`config.mk`:
```
export PLATFORM = sky130hd
export DESIGN_NAME = restoring_divider_flat
export DESIGN_NICKNAME = d
export VERILOG_FILES = /design/src/rtl/restoring_divider_if.sv /design/src/rtl/restoring_divider.sv /design/src/flat_wrapper.sv
export SDC_FILE = /design/constraint.sdc
export NUM_CORES = 1
export LEC_CHECK = 0
export ABC_CLOCK_PERIOD_IN_PS = 3100
export BUFFER_PORTS_ARGS = -buffer_cell sky130_fd_sc_hd__buf_2
export CORE_MARGIN = 1.5
export CORE_UTILIZATION = 30
export CTS_CLUSTER_SIZE = 30
export DETAILED_ROUTE_END_ITERATION = 12
export PLACE_DENSITY = 0.46
export SYNTH_ARGS = -nofsm -noshare
export SYNTH_HDL_FRONTEND = slang
export SYNTH_SLANG_ARGS = --single-unit
```
`constraint.sdc`:
```
create_clock -name Clock -period 3.1 [get_ports Clock]
set_clock_uncertainty 0.05 [all_clocks]
set_input_delay 0.465 -clock Clock [delete_from_list [all_inputs] [get_ports Clock]]
set_output_delay 0.465 -clock Clock [all_outputs]
set_load 0.03 [all_outputs]
```
`src/rtl/restoring_divider_if.sv`:
```
// Operand/result bundle for the restoring divider.
// The master drives the operands and the slave returns the results.
interface restoring_divider_if #(
    parameter int SIZE = 16
);
    logic            Start;
    logic [SIZE-1:0] Dividend;
    logic [SIZE-1:0] Divisor;
    logic [SIZE-1:0] Quotient;
    logic [SIZE-1:0] Remainder;
    logic            Busy;
    logic            Done;
    logic            DivByZero;

    modport master (
        output Start, Dividend, Divisor,
        input  Quotient, Remainder, Busy, Done, DivByZero
    );

    modport slave (
        input  Start, Dividend, Divisor,
        output Quotient, Remainder, Busy, Done, DivByZero
    );
endinterface

```
`src/rtl/restoring_divider.sv`:
```
// Unsigned multi-cycle restoring divider, producing one quotient bit per clock.
// A zero divisor completes immediately with an all-ones quotient and the dividend as the remainder.
module restoring_divider #(
    parameter int SIZE = 16
) (
    input  logic               Clock,
    input  logic               Reset,
    restoring_divider_if.slave bus
);
    localparam int CW = $clog2(SIZE + 1);
    localparam logic [CW-1:0] COUNT_INIT = CW'(SIZE);

    typedef enum logic [1:0] {S_IDLE, S_RUN, S_DONE} state_t;

    state_t          r_state, w_state_next;
    logic [CW-1:0]   r_count, w_count_next;
    logic [SIZE-1:0] r_rem, w_rem_next;
    logic [SIZE-1:0] r_quo, w_quo_next;
    logic [SIZE-1:0] r_divisor, w_divisor_next;
    logic [SIZE-1:0] r_quotient, w_quotient_next;
    logic [SIZE-1:0] r_remainder, w_remainder_next;
    logic            r_done, w_done_next;
    logic            r_dbz, w_dbz_next;

    // r_quo starts out holding the dividend; its bits shift out into the
    // partial remainder while quotient bits shift in from the bottom.
    logic [SIZE:0]   w_shift;
    logic [SIZE:0]   w_trial;
    logic [SIZE-1:0] w_rem_step;
    logic [SIZE-1:0] w_quo_step;

    // One bit wider than the operands so a divisor with its MSB set cannot overflow.
    assign w_shift    = {r_rem, r_quo[SIZE-1]};
    assign w_trial    = w_shift - {1'b0, r_divisor};
    assign w_rem_step = w_trial[SIZE] ? w_shift[SIZE-1:0] : w_trial[SIZE-1:0];
    assign w_quo_step = {r_quo[SIZE-2:0], ~w_trial[SIZE]};

    always_comb begin
        w_state_next     = r_state;
        w_count_next     = r_count;
        w_rem_next       = r_rem;
        w_quo_next       = r_quo;
        w_divisor_next   = r_divisor;
        w_quotient_next  = r_quotient;
        w_remainder_next = r_remainder;
        w_dbz_next       = r_dbz;
        w_done_next      = 1'b0;
        case (r_state)
            S_IDLE: begin
                if (bus.Start) begin
                    if (bus.Divisor == '0) begin
                        w_state_next     = S_DONE;
                        w_quotient_next  = '1;
                        w_remainder_next = bus.Dividend;
                        w_dbz_next       = 1'b1;
                        w_done_next      = 1'b1;
                    end else begin
                        w_state_next   = S_RUN;
                        w_quo_next     = bus.Dividend;
                        w_divisor_next = bus.Divisor;
                        w_rem_next     = '0;
                        w_count_next   = COUNT_INIT;
                    end
                end
            end
            S_RUN: begin
                w_rem_next   = w_rem_step;
                w_quo_next   = w_quo_step;
                w_count_next = r_count - CW'(1);
                if (r_count == CW'(1)) begin
                    w_state_next     = S_DONE;
                    w_quotient_next  = w_quo_step;
                    w_remainder_next = w_rem_step;
                    w_dbz_next       = 1'b0;
                    w_done_next      = 1'b1;
                end
            end
            S_DONE:  w_state_next = S_IDLE;
            default: w_state_next = S_IDLE;
        endcase
    end

    always_ff @(posedge Clock) begin
        if (Reset) begin
            r_state     <= S_IDLE;
            r_count     <= '0;
            r_rem       <= '0;
            r_quo       <= '0;
            r_divisor   <= '0;
            r_quotient  <= '0;
            r_remainder <= '0;
            r_done      <= 1'b0;
            r_dbz       <= 1'b0;
        end else begin
            r_state     <= w_state_next;
            r_count     <= w_count_next;
            r_rem       <= w_rem_next;
            r_quo       <= w_quo_next;
            r_divisor   <= w_divisor_next;
            r_quotient  <= w_quotient_next;
            r_remainder <= w_remainder_next;
            r_done      <= w_done_next;
            r_dbz       <= w_dbz_next;
        end
    end

    assign bus.Quotient  = r_quotient;
    assign bus.Remainder = r_remainder;
    assign bus.Busy      = (r_state == S_RUN);
    assign bus.Done      = r_done;
    assign bus.DivByZero = r_dbz;
endmodule

```
`src/flat_wrapper.sv`:
```
// flat-port wrapper written by rule: the top's interface ports become plain ports
module restoring_divider_flat 
#(
    parameter int SIZE = 16
)
  (Clock, Reset, bus_Start, bus_Dividend, bus_Divisor, bus_Quotient, bus_Remainder, bus_Busy, bus_Done, bus_DivByZero);
  restoring_divider_if #(.SIZE(SIZE)) bus_i ();
  input  logic Clock;
  input  logic Reset;
  input wire logic [$bits(bus_i.Start)-1:0] bus_Start;
  input wire logic [$bits(bus_i.Dividend)-1:0] bus_Dividend;
  input wire logic [$bits(bus_i.Divisor)-1:0] bus_Divisor;
  output wire logic [$bits(bus_i.Quotient)-1:0] bus_Quotient;
  output wire logic [$bits(bus_i.Remainder)-1:0] bus_Remainder;
  output wire logic [$bits(bus_i.Busy)-1:0] bus_Busy;
  output wire logic [$bits(bus_i.Done)-1:0] bus_Done;
  output wire logic [$bits(bus_i.DivByZero)-1:0] bus_DivByZero;
  assign bus_i.Start = bus_Start;
  assign bus_i.Dividend = bus_Dividend;
  assign bus_i.Divisor = bus_Divisor;
  assign bus_Quotient = bus_i.Quotient;
  assign bus_Remainder = bus_i.Remainder;
  assign bus_Busy = bus_i.Busy;
  assign bus_Done = bus_i.Done;
  assign bus_DivByZero = bus_i.DivByZero;
  restoring_divider #(.SIZE(SIZE)) u_core (.Clock(Clock), .Reset(Reset), .bus(bus_i));
endmodule
```
* Word level (Yosys, flattened, before mapping)
Index checks and enable logic that the tools add are counted.
** Storage, ports and cells
- Register bits after elaboration :: 89
- Output and inout port bits :: 35
- Logic and storage cells :: 56
** Operators by class
- Add/sub/neg operators :: 2
- Equal/unequal tests :: 6
- Mux-type cells :: 30
- Bitwise operators :: 2
- Reduce and logical (&&, ||, !) cells :: 7
** Operators by type and width (number)
- 16-bit two-way mux :: 11
- 16-bit case mux with 2 select lines :: 4
- 17-bit by 16-bit subtractor with 17-bit output :: 1
- 16-bit logical NOT :: 1
- 5-bit two-way mux :: 2
- 5-bit case mux with 2 select lines :: 1
- 1-bit two-way mux :: 6
- 2-bit two-way mux :: 3
- 3-bit AND reduction :: 2
- 5-bit by 1-bit equality test with 1-bit output (second input constant) :: 1
- 5-bit by 1-bit subtractor with 5-bit output (second input constant) :: 1
- 2-bit by 1-bit inequality test with 1-bit output (second input constant) :: 2
- 2-bit inequality test (second input constant) :: 2
- 1-bit case mux with 2 select lines :: 2
- 2-bit case mux with 2 select lines :: 1
- 4-bit AND reduction :: 1
- 2-bit by 1-bit equality test with 1-bit output (second input constant) :: 1
- 2-bit logical NOT :: 1
- 1-bit NOT :: 2
- 2-bit AND reduction :: 1
- 2-bit nonzero test :: 1

* Longest topological paths before layout
Gate-level depths: netlist (run 1).
- Word-level depth :: 4
- Depth in mapped cells :: 12
- Mapped depth without buffers :: 11

* Least setup slack after synthesis (run 1)
No wires, ideal clock.
- Path type :: register to register
- Start :: register u_core.r_quo[15]
- End :: register u_core.r_remainder[8], in the netlist u_core.bus.Remainder[8]
- Setup time :: 0.091 ns
- Arrival :: 2.517 ns
- Setup slack :: 0.442 ns
- Cell stages (with the launch flop) :: 13
- Buffers on the path :: 1
- Clock period less this slack :: 2.658 ns
- Cell sequence :: dfxtp_1 > inv_1 > ha_1 > inv_1 > fa_1 > a211oi_2 > o211ai_2 > nand4_1 > a21oi_1 > nor3_4 > buf_6 > mux2_2 > a311oi_1
** On the way
- Cells in the longest elaborated chain, start to end :: 4
** Ends and longest elaborated chain
- start, declared :: RTL line restoring_divider.sv:18 : logic [SIZE-1:0] r_quo, w_quo_next;
- start signal, assigned :: RTL line restoring_divider.sv:98 : r_quo <= w_quo_next;
- 17-bit by 16-bit subtractor with 17-bit output :: RTL line restoring_divider.sv:34 : assign w_trial = w_shift - {1'b0, r_divisor};
- 16-bit two-way mux :: RTL line restoring_divider.sv:35 : assign w_rem_step = w_trial[SIZE] ? w_shift[SIZE-1:0] : w_trial[SIZE-1:0];
- 16-bit two-way mux :: RTL line restoring_divider.sv:70 : if (r_count == CW'(1)) begin
- 16-bit case mux with 2 select lines :: RTL line restoring_divider.sv:48 : case (r_state)
- end signal, assigned :: RTL line restoring_divider.sv:101 : r_remainder <= w_remainder_next;
- end, declared :: RTL line restoring_divider.sv:21 : logic [SIZE-1:0] r_remainder, w_remainder_next;
No other way between the ends. The select of a mux whose other input is x is not followed.
A chain may end at the register's enable or synchronous reset.

* Final worst setup path (run 1)
- Start :: register u_core.r_quo[15]
- End :: register u_core.r_remainder[13], in the netlist u_core.bus.Remainder[13]
The elaborated chain is that of the path after synthesis.

==> results of run 1 <==
-- layer usage --
metal  track usage [%]  up-vias  part of all wire [%]
met3              3.14       16                   3.8
li1                  -     2071                     -
met1              20.4     1862                    46
met4              6.22        0                   1.5
met2              29.5       74                    49
met5                 0        -                     0
-- cell usage after synthesis (4+ instances only) --
cell type,n
a211oi_1,7
mux2_2,7
a311oi_1,25
nor2_1,96
nand3b_1,5
nand2_1,73
o21bai_1,6
nand4_1,4
mux2i_1,23
a21boi_0,4
clkbuf_1,27
nor4_1,4
nand2b_1,5
dfxtp_1,89
or3_1,6
and2_1,5
inv_1,25
xor2_1,8
a41oi_1,5
a21oi_1,28
o21ai_0,10
ha_1,18
nand3_1,11
xnor2_1,4
nor3_1,20
-- registers in the layout (all words and copies together), names as in the netlist --
register,flops
u_core.r_state,2
u_core.r_count,5
u_core.bus.DivByZero,1
u_core.bus.Done,1
u_core.r_rem,16
u_core.r_quo,16
u_core.bus.Remainder,16
u_core.r_divisor,16
u_core.bus.Quotient,16
-- worst register-to-register path: stages (launching register included) --
cell and delay (ns):
dfxtp_1 0.32, inv_1 0.05, ha_1 0.14, inv_1 0.05, fa_1 0.43, a211oi_2 0.29
o211ai_2 0.15, nand4_1 0.15, a21oi_1 0.11, nor3_4 0.20, buf_12 0.21, mux2_2 0.38
a311oi_1 0.27
-- worst max path at each step --
stage | startpoint | to | slack, ns | depth (start not counted)
3_3_place_gp | u_core.r_quo[15]$_SDFFE_PP0P_ | u_core.bus.Remainder[10]$_SDFFE_PP0P_ | 0.30 | 12
6_report | u_core.r_quo[15]$_SDFFE_PP0P_ | u_core.bus.Remainder[13]$_SDFFE_PP0P_ | 0.22 | 12
3_5_place_dp | u_core.r_quo[15]$_SDFFE_PP0P_ | u_core.bus.Remainder[13]$_SDFFE_PP0P_ | 0.23 | 12
5_1_grt | u_core.r_quo[15]$_SDFFE_PP0P_ | u_core.bus.Remainder[1]$_SDFFE_PP0P_ | 0.009 | 12
4_1_cts | u_core.r_quo[15]$_SDFFE_PP0P_ | u_core.bus.Remainder[13]$_SDFFE_PP0P_ | 0.21 | 12
2_1_floorplan | u_core.r_quo[15]$_SDFFE_PP0P_ | u_core.bus.Remainder[8]$_SDFFE_PP0P_ | 0.44 | 12
-- power by group --
part           switching (µW)  total [µW]  internal (µW)  leakage (µW)
logic                     653        1090            440       0.00144
clock network             466        1190            727      0.000156
registers                67.4        1300           1230      0.000727
-- cell type report --
class | instances | area, µm² | share of cell area, %
well taps | 184 | 230 | 4.26
repair buffers | 81 | 460 | 8.53
flip-flops and latches | 89 | 1780 | 33.0
multi-input cells | 407 | 2510 | 46.5
clock buffers | 11 | 243 | 4.49
inverters | 25 | 93.8 | 1.74
clock inverters | 4 | 77.6 | 1.44
-- per-stage QoR --
stage	cells	power [µW]	util (%)	setup WS [ns]	cell area (µm²)
floorplan	554	2130	-	0.442	4520
global placement	786	2420	34.7	0.303	5080
detailed placement	786	2420	34.7	0.229	5080
CTS	801	3630	36.9	0.208	5400
global route	801	3790	36.9	0.00949	5400
finish	801	3590	36.9	0.222	5400
-- kinds of logic after synthesis --
| kind of cell | after synthesis |
|---|---|
| flip-flops | 89 |
| AND/OR/NAND/NOR | 239 |
| adder cells (fa/ha/maj) | 19 |
| AO/OA/AOI/OAI | 107 |
| buffers and inverters | 58 |
| multiplexers | 30 |
| XOR/XNOR | 12 |
==> results.toml, run 1 <==
[floorplan]
coreArea_mm2 = 0.0146
rows = 44
die_h_um = 126
die_area_mm2 = 0.0158
fp.dieW_um = 126
start_util_pct = 30.9
ioPinCount = 70

[place]
numPortBuffers = 69
hpwlAfterDp_um = 9370
place_congestion = 0.854

[setup_path]
cp_max_fo = 25
worst-r2r-setup-slack_ns = 0.22
critPathKind = "reg2reg"
rr_endpoint = "u_core.bus.Remainder[13]$_SDFFE_PP0P_"
critPathRequiredTime_ns = 3.30
crit_path_start_kind = "flop"
reg2reg_depth = 12
critPathCaptureType = "flop"
worstPathArrival_ns = 3.08
cp_slowest_cell = "fa_1"
r2r-start = "u_core.r_quo[15]$_SDFFE_PP0P_"
path_common_cell = "inv_1"
path_delay_family = "compound AO/OA/AOI/OAI gates"
path_buf_inv = 3
crit_chain = "inv_1, ha_1, inv_1, fa_1, a211oi_2, o211ai_2, nand4_1, a21oi_1, nor3_4, buf_12, mux2_2, a311oi_1"
slowest_delay_ns = 0.43

[run]
cap_violations = 0

[drt]
via_count = 4023
wl_per_cell_um = 15.9
drt_wl_total_um = 12700
drc = 2
vias_per_cell = 5.02
drt_iter0_drc = 202
antenna_left = 0
drt_pre_antenna_iters = 10

[power_and_ir_drop]
power.leakage_uw = 0.00232
powerDensity_mw_per_mm2 = 664
peakVddDrop_uv = 233

[cts]
clock_latency_ns = 0.35
cts_tree = "built"
clk_pin_slew_ns = 0.07
cts_made_buffers = 9
h-tree-depth = 3
ctsHoldBuffers = 0
cts_resized = 0
cts.sinks = 89
root_buffer = "clkbuf_16"
post-cts-setup-buffer-count = 0
cts_buffer_depth = 2

[timing]
worstMarginPinSlew_ns = 1.01
slew_headroom_pct = 32.5
hold_viol = 0
fmax_mhz = 347
tns_ns = 0
hold_ws_ns = 0.322
finalSetupViolCount = 0
rsz0062_at_grt = "no"
drv_slew = 0
final.period_utilization_pct = 92.8
period_needed_ns = 2.88

[min_path]
min-delay-start = "bus_Divisor[13]"
hold_depth = 3
hold_class = "in2reg"
min_to = "u_core.r_divisor[13]$_SDFFE_PP0P_"

[grt]
grtUsageTotal_pct = 16.8
grt_pass1_vias = 4077
antenna_found_initial = 0
grt_start_max_net_pins = 56
grt_overflow = 0
grt_first_pass_wirelength_um = 20800

[synth]
synth-edff-count = 0
ys.flop_type = "dfxtp_1"
ys_top_cells_by_area = "dfxtp_1, nor2_1, nand2_1"
synth_top_area_cell = "dfxtp_1"
synth_compound_area_share_pct = 17.2
ys_seq_elements = 89
ys_async_sr_fraction_pct = 0
synthXorXnorAreaFrac_pct = 2.33
yosysTopAreaCellShare_pct = 39.4
synthCells = 554
yosys.area_share.simple_pct = 23.6
synth_fa_ha_area_share_pct = 5.43
muxShareOfSynthArea_pct = 6.84
syn-num-nets = 608
yosysUniqueCellTypes = 51
yosys_warnings = 0
syn-mean-instance-area_um2 = 8.16
synth_top_family_by_area = "simple AND/OR/NAND/NOR gates"
netlist_area_mm2 = 0.00452
yosysSeqAreaShare_pct = 39.4

[final_layout]
n_antenna_cell = 0
final_common_cell = "nor2_1"
layout_common_cells = "nor2_1, dfxtp_1, nand2_1"
syn2layout_area_growth_pct = 19.5
nets = 667
num-fill-cells = 1556
drive_gt1_share_pct = 18.6

[status]
outcome = "complete, but fails checks"
violations = "design-rule violations"
(Power assumes the default switching activity.)
==> run 2: changes to the inputs <==
- BUFFER_PORTS_ARGS: -buffer_cell sky130_fd_sc_hd__buf_2 -> default
- DONT_BUFFER_PORTS: default -> 1
- PLACE_DENSITY: 0.46 -> 0.42
==> run 2 against run 1 <==
Effect of this change: the run still ends with design-rule violations left; critical path depth rose by 1; worst hold slack got worse by 0.18 ns; fmax fell by 0.11%; first-iteration DRC count rose by 1.5%; routed wire length fell by 0.37%; non-clock buffer count fell by 65; power barely moved; global-route usage fell by 0.22 points; sequential power barely moved; clock power fell by 5%; die area did not move; combinational power barely moved; critical endpoint is now u_core.bus.Remainder[2]$_SDFFE_PP0P_; highest routed layer unchanged.
==> results.toml, run 2 (synthesis results as in run 1) <==
[power_and_ir_drop]
power.leakage_uw = 0.00201
peakVddDrop_uv = 272
power.total_uw = 3580
powerDensity_mw_per_mm2 = 704

[status]
violations = "design-rule violations"
outcome = "complete, but fails checks"

[setup_path]
slowest_delay_ns = 0.37
r2r-start = "u_core.r_quo[15]$_SDFFE_PP0P_"
crit_path_start_kind = "flop"
path_common_cell = "inv_1"
reg2reg_depth = 13
timing.critical_path.to = "u_core.bus.Remainder[2]$_SDFFE_PP0P_"
cp_max_fo = 12
rr_endpoint = "u_core.bus.Remainder[2]$_SDFFE_PP0P_"
cp_slowest_cell = "fa_2"
path_delay_family = "simple AND/OR/NAND/NOR gates"
cp.depth = 13
critPathKind = "reg2reg"
critPathRequiredTime_ns = 3.32
path_buf_inv = 4
critPathCaptureType = "flop"
worstPathArrival_ns = 3.10
worst-r2r-setup-slack_ns = 0.22
crit_chain = "inv_1, ha_1, inv_1, fa_2, a211oi_2, o211ai_2, nand4_1, and4_4, nor3_4, buf_4, clkbuf_16, or3_1, a41oi_1"
startpoint = "u_core.r_quo[15]$_SDFFE_PP0P_"

[timing]
fmax_mhz = 347
period_needed_ns = 2.88
drv_slew = 0
slew_headroom_pct = 31.2
tns_ns = 0
fin_ws_ns = 0.219
final.period_utilization_pct = 92.9
hold_viol = 0
worstMarginPinSlew_ns = 1.03
rsz0062_at_grt = "no"
finalSetupViolCount = 0
hold_ws_ns = 0.137

[cts]
cts_buffer_depth = 2
cts_made_buffers = 9
root_buffer = "clkbuf_16"
cts.sinks = 89
clk_pin_slew_ns = 0.07
cts_tree = "built"
h-tree-depth = 3
clock_latency_ns = 0.35

[final_layout]
n_antenna_cell = 0
utilization_pct = 34.7
final_common_cell = "nor2_1"
layout_common_cells = "nor2_1, dfxtp_1, nand2_1"
drive_gt1_share_pct = 9.42
syn2layout_area_growth_pct = 12.6
nets = 602

[floorplan]
die_h_um = 126
rows = 44
fp.dieW_um = 126
start_util_pct = 30.9
ioPinCount = 70
die_area_mm2 = 0.0158
coreArea_mm2 = 0.0146

[drt]
drt_iter0_drc = 205
wl_per_cell_um = 17.2
drt_pre_antenna_iters = 8
drc = 3
via_count = 3757
vias_per_cell = 5.10
antenna_left = 0
drt_wl_total_um = 12700

[place]
place_congestion = 0.738
hpwlAfterDp_um = 9030
numPortBuffers = 0
pre_cts_slack_ns = 0.211

[grt]
grt_overflow = 0
grt_pass1_vias = 3837
grt_start_max_net_pins = 91
grtUsageTotal_pct = 16.6
antenna_found_initial = 0
grt_first_pass_wirelength_um = 20400

[min_path]
hold_class = "in2reg"

[run]
cap_violations = 0
==> run 2: cell types whose count changed in the layout (fill, tap and decap cells not counted), sizes merged <==
cell,delta
bufinv,-1
buf,-66
inv,+1
clkinvlp,+1
==> run 2: metrics by stage <==
stage | area [µm²] | instances
finish | 5090 | 736
global route | 5090 | 736
CTS | 5010 | 729
detailed placement | 4710 | 714
global placement | 4710 | 714
floorplan | 4520 | 554
==> run 2: final cells by class <==
cell class,instances,area [µm²]
well taps,184,230
fillers,1552,9560
flip-flops and latches,89,1780
repair buffers,16,163
multi-input cells,407,2520
inverters,25,93.8
clock buffers,10,239
clock inverters,5,63.8
==> run 2: power breakdown <==
part	switching, µW	total [µW]	leakage (µW)	internal, µW
sequential	102	1330	0.000727	1230
clock	481	1130	0.000145	648
combinational	618	1120	0.00114	504
==> run 2: how the worst min path moves through the flow <==
stage,slack [ns],depth (start not counted),from,to
after floorplan,0.40,2,u_core.r_rem[5]$_SDFFE_PP0P_,u_core.r_rem[5]$_SDFFE_PP0P_
after global placement,0.43,2,u_core.r_divisor[10]$_SDFFE_PP0P_,u_core.r_divisor[10]$_SDFFE_PP0P_
after detailed placement,0.43,2,u_core.r_quo[2]$_SDFFE_PP0P_,u_core.r_quo[3]$_SDFFE_PP0P_
after CTS,0.12,1,Reset,u_core.r_count[1]$_SDFFE_PP0P_
after global routing,0.12,1,Reset,u_core.r_quo[5]$_SDFFE_PP0P_
final,0.14,1,Reset,u_core.r_quo[6]$_SDFFE_PP0P_
==> run 2: repair_timing <==
action                                  4_1_cts  5_1_grt
hold buffers                                  0        0
gates resized for setup                       0        1
buffers inserted                              0        6
endpoints found under the setup margin        0        1
==> run 2: routing by layer <==
metal,global-route usage [%],vias up,share of wire (%)
met5,0,-,0
met2,27.7,62,49
met3,2.93,15,4.1
li1,-,1941,-
met4,6.84,0,1.9
met1,21.1,1739,45
==> run 3: changes to the inputs <==
- REMOVE_ABC_BUFFERS: default -> 1
- SKIP_LAST_GASP: default -> 1
==> run 3 against run 2 <==
Effect of this change: the run still ends with design-rule violations left; fmax is 0.72% higher; routed wire length increased by 2.3%; register-to-register slack better by 0.02 ns; cell area decreased by 1.2%; flip-flop and latch count unchanged; sequential power hardly changed; largest cell class unchanged.
==> results.toml, run 3 (synthesis results as in run 1) <==
[status]
outcome = "complete, but fails checks"
violations = "design-rule violations"

[setup_path]
cp_max_fo = 12
r2r-start = "u_core.r_quo[15]$_SDFFE_PP0P_"
slowest_delay_ns = 0.37
critPathCaptureType = "flop"
crit_chain = "inv_1, ha_1, inv_1, fa_2, a211oi_2, o211ai_2, nand4_1, and4_4, nor3_4, buf_4, clkbuf_16, or3b_1, a41oi_2"
startpoint = "u_core.r_quo[15]$_SDFFE_PP0P_"
worstPathArrival_ns = 3.07
critPathKind = "reg2reg"
critPathRequiredTime_ns = 3.31
worst-r2r-setup-slack_ns = 0.24
crit_path_start_kind = "flop"
path_common_cell = "inv_1"
cp_slowest_cell = "fa_2"

[power_and_ir_drop]
peakVddDrop_uv = 330
power.leakage_uw = 0.00197
powerDensity_mw_per_mm2 = 683

[grt]
antenna_found_initial = 0
grt_first_pass_wirelength_um = 20600
grt_start_max_net_pins = 91
grt_overflow = 0
grt_pass1_vias = 3733
grtUsageTotal_pct = 16.7

[final_layout]
ff_latch_area_mm2 = 0.00178
syn2layout_area_growth_pct = 11.2
utilization_pct = 34.3
drive_gt1_share_pct = 8.58
fin_area_mm2 = 0.00502
n_antenna_cell = 0
multi_input_area_mm2 = 0.00253
final_common_cell = "nor2_1"
nets = 597
layout_common_cells = "nor2_1, dfxtp_1, nand2_1"
num-fill-cells = 1574

[floorplan]
start_util_pct = 30.9
fp.dieW_um = 126
ioPinCount = 70
coreArea_mm2 = 0.0146
die_h_um = 126
die_area_mm2 = 0.0158
rows = 44

[timing]
period_needed_ns = 2.86
tns_ns = 0
finalSetupViolCount = 0
final.period_utilization_pct = 92.3
drv_slew = 0
rsz0062_at_grt = "no"
hold_viol = 0
fin_ws_ns = 0.239
hold_ws_ns = 0.144
worstMarginPinSlew_ns = 1.12
fmax_mhz = 350
slew_headroom_pct = 25.3

[cts]
cts_made_buffers = 9
cts_tree = "built"
clk_pin_slew_ns = 0.06
root_buffer = "clkbuf_16"
cts_buffer_depth = 2
cts.sinks = 89
ctsHoldBuffers = 0
clock_latency_ns = 0.35
h-tree-depth = 3

[drt]
drt_pre_antenna_iters = 8
drc = 6
drt_wl_total_um = 13000
drt_iter0_drc = 235
via_count = 3808
wl_per_cell_um = 17.7
antenna_left = 0
vias_per_cell = 5.20

[place]
pre_cts_slack_ns = 0.250
numPortBuffers = 0
place_congestion = 0.826
postPlaceCellArea_mm2 = 0.00470
hpwlAfterDp_um = 9170

[run]
cap_violations = 0

[min_path]
min-delay-start = "Reset"
hold_class = "in2reg"
run 3: cell count changes in the layout (fill, tap and decap cells not counted), sizes merged:
cell | previous run | this run
inv | 26 | 25
buf | 15 | 10
bufinv | 1 | 0
clkbuf | 11 | 15
clkinv | 2 | 1
run 3: cell type report:
cell class / count / share of cell area [%]
Multi-Input combinational cell: 407 / 50.3
Inverter: 25 / 1.87
Tap cell: 184 / 4.58
Timing Repair Buffer: 11 / 2.24
Sequential cell: 89 / 35.5
Clock inverter: 2 / 0.249
Clock buffer: 14 / 5.25
run 3: final timing paths:
kind	cells after the start	to
max	13	u_core.bus.Remainder[9]$_SDFFE_PP0P_
max reg2reg	13	u_core.bus.Remainder[9]$_SDFFE_PP0P_
min	1	u_core.r_divisor[6]$_SDFFE_PP0P_
min reg2reg	2	u_core.r_divisor[11]$_SDFFE_PP0P_
run 3: routing by layer:
metal	part of all wire (%)	track usage, %	vias up	wire (µm)
li1	-	-	1923	-
met3	5.1	5.65	11	662
met2	48	28.0	72	6230
met5	0	0	-	0
met1	46	20.7	1802	5920
met4	1.2	4.10	0	161
run 3: timing repair:
item / in CTS / in global routing
setup endpoints to repair: 0 / 1
resized for setup: 0 / 3
buffers inserted: 0 / 1
run 3: per-stage QoR:
step	power [µW]	cells
6_report	3430	732
5_1_grt	3670	732
4_1_cts	3420	730
3_5_place_dp	2350	714
3_3_place_gp	2350	714
2_1_floorplan	2070	521
run 3: report_power, final:
part           switching (µW)  internal, µW  total [µW]  leakage, µW
clock network             455           587        1040     0.000133
registers                 103          1230        1330     0.000727
logic                     604           453        1060      0.00111
run 3: critical path: cells and delay by family (launching register included):
family                     cells  cell delay, ns
AOI/OAI and AO/OA              3            0.67
DFF                            1            0.32
and+or+nand+nor                4            0.79
buffers and inverters          4            0.41
adders and majority gates      2            0.52
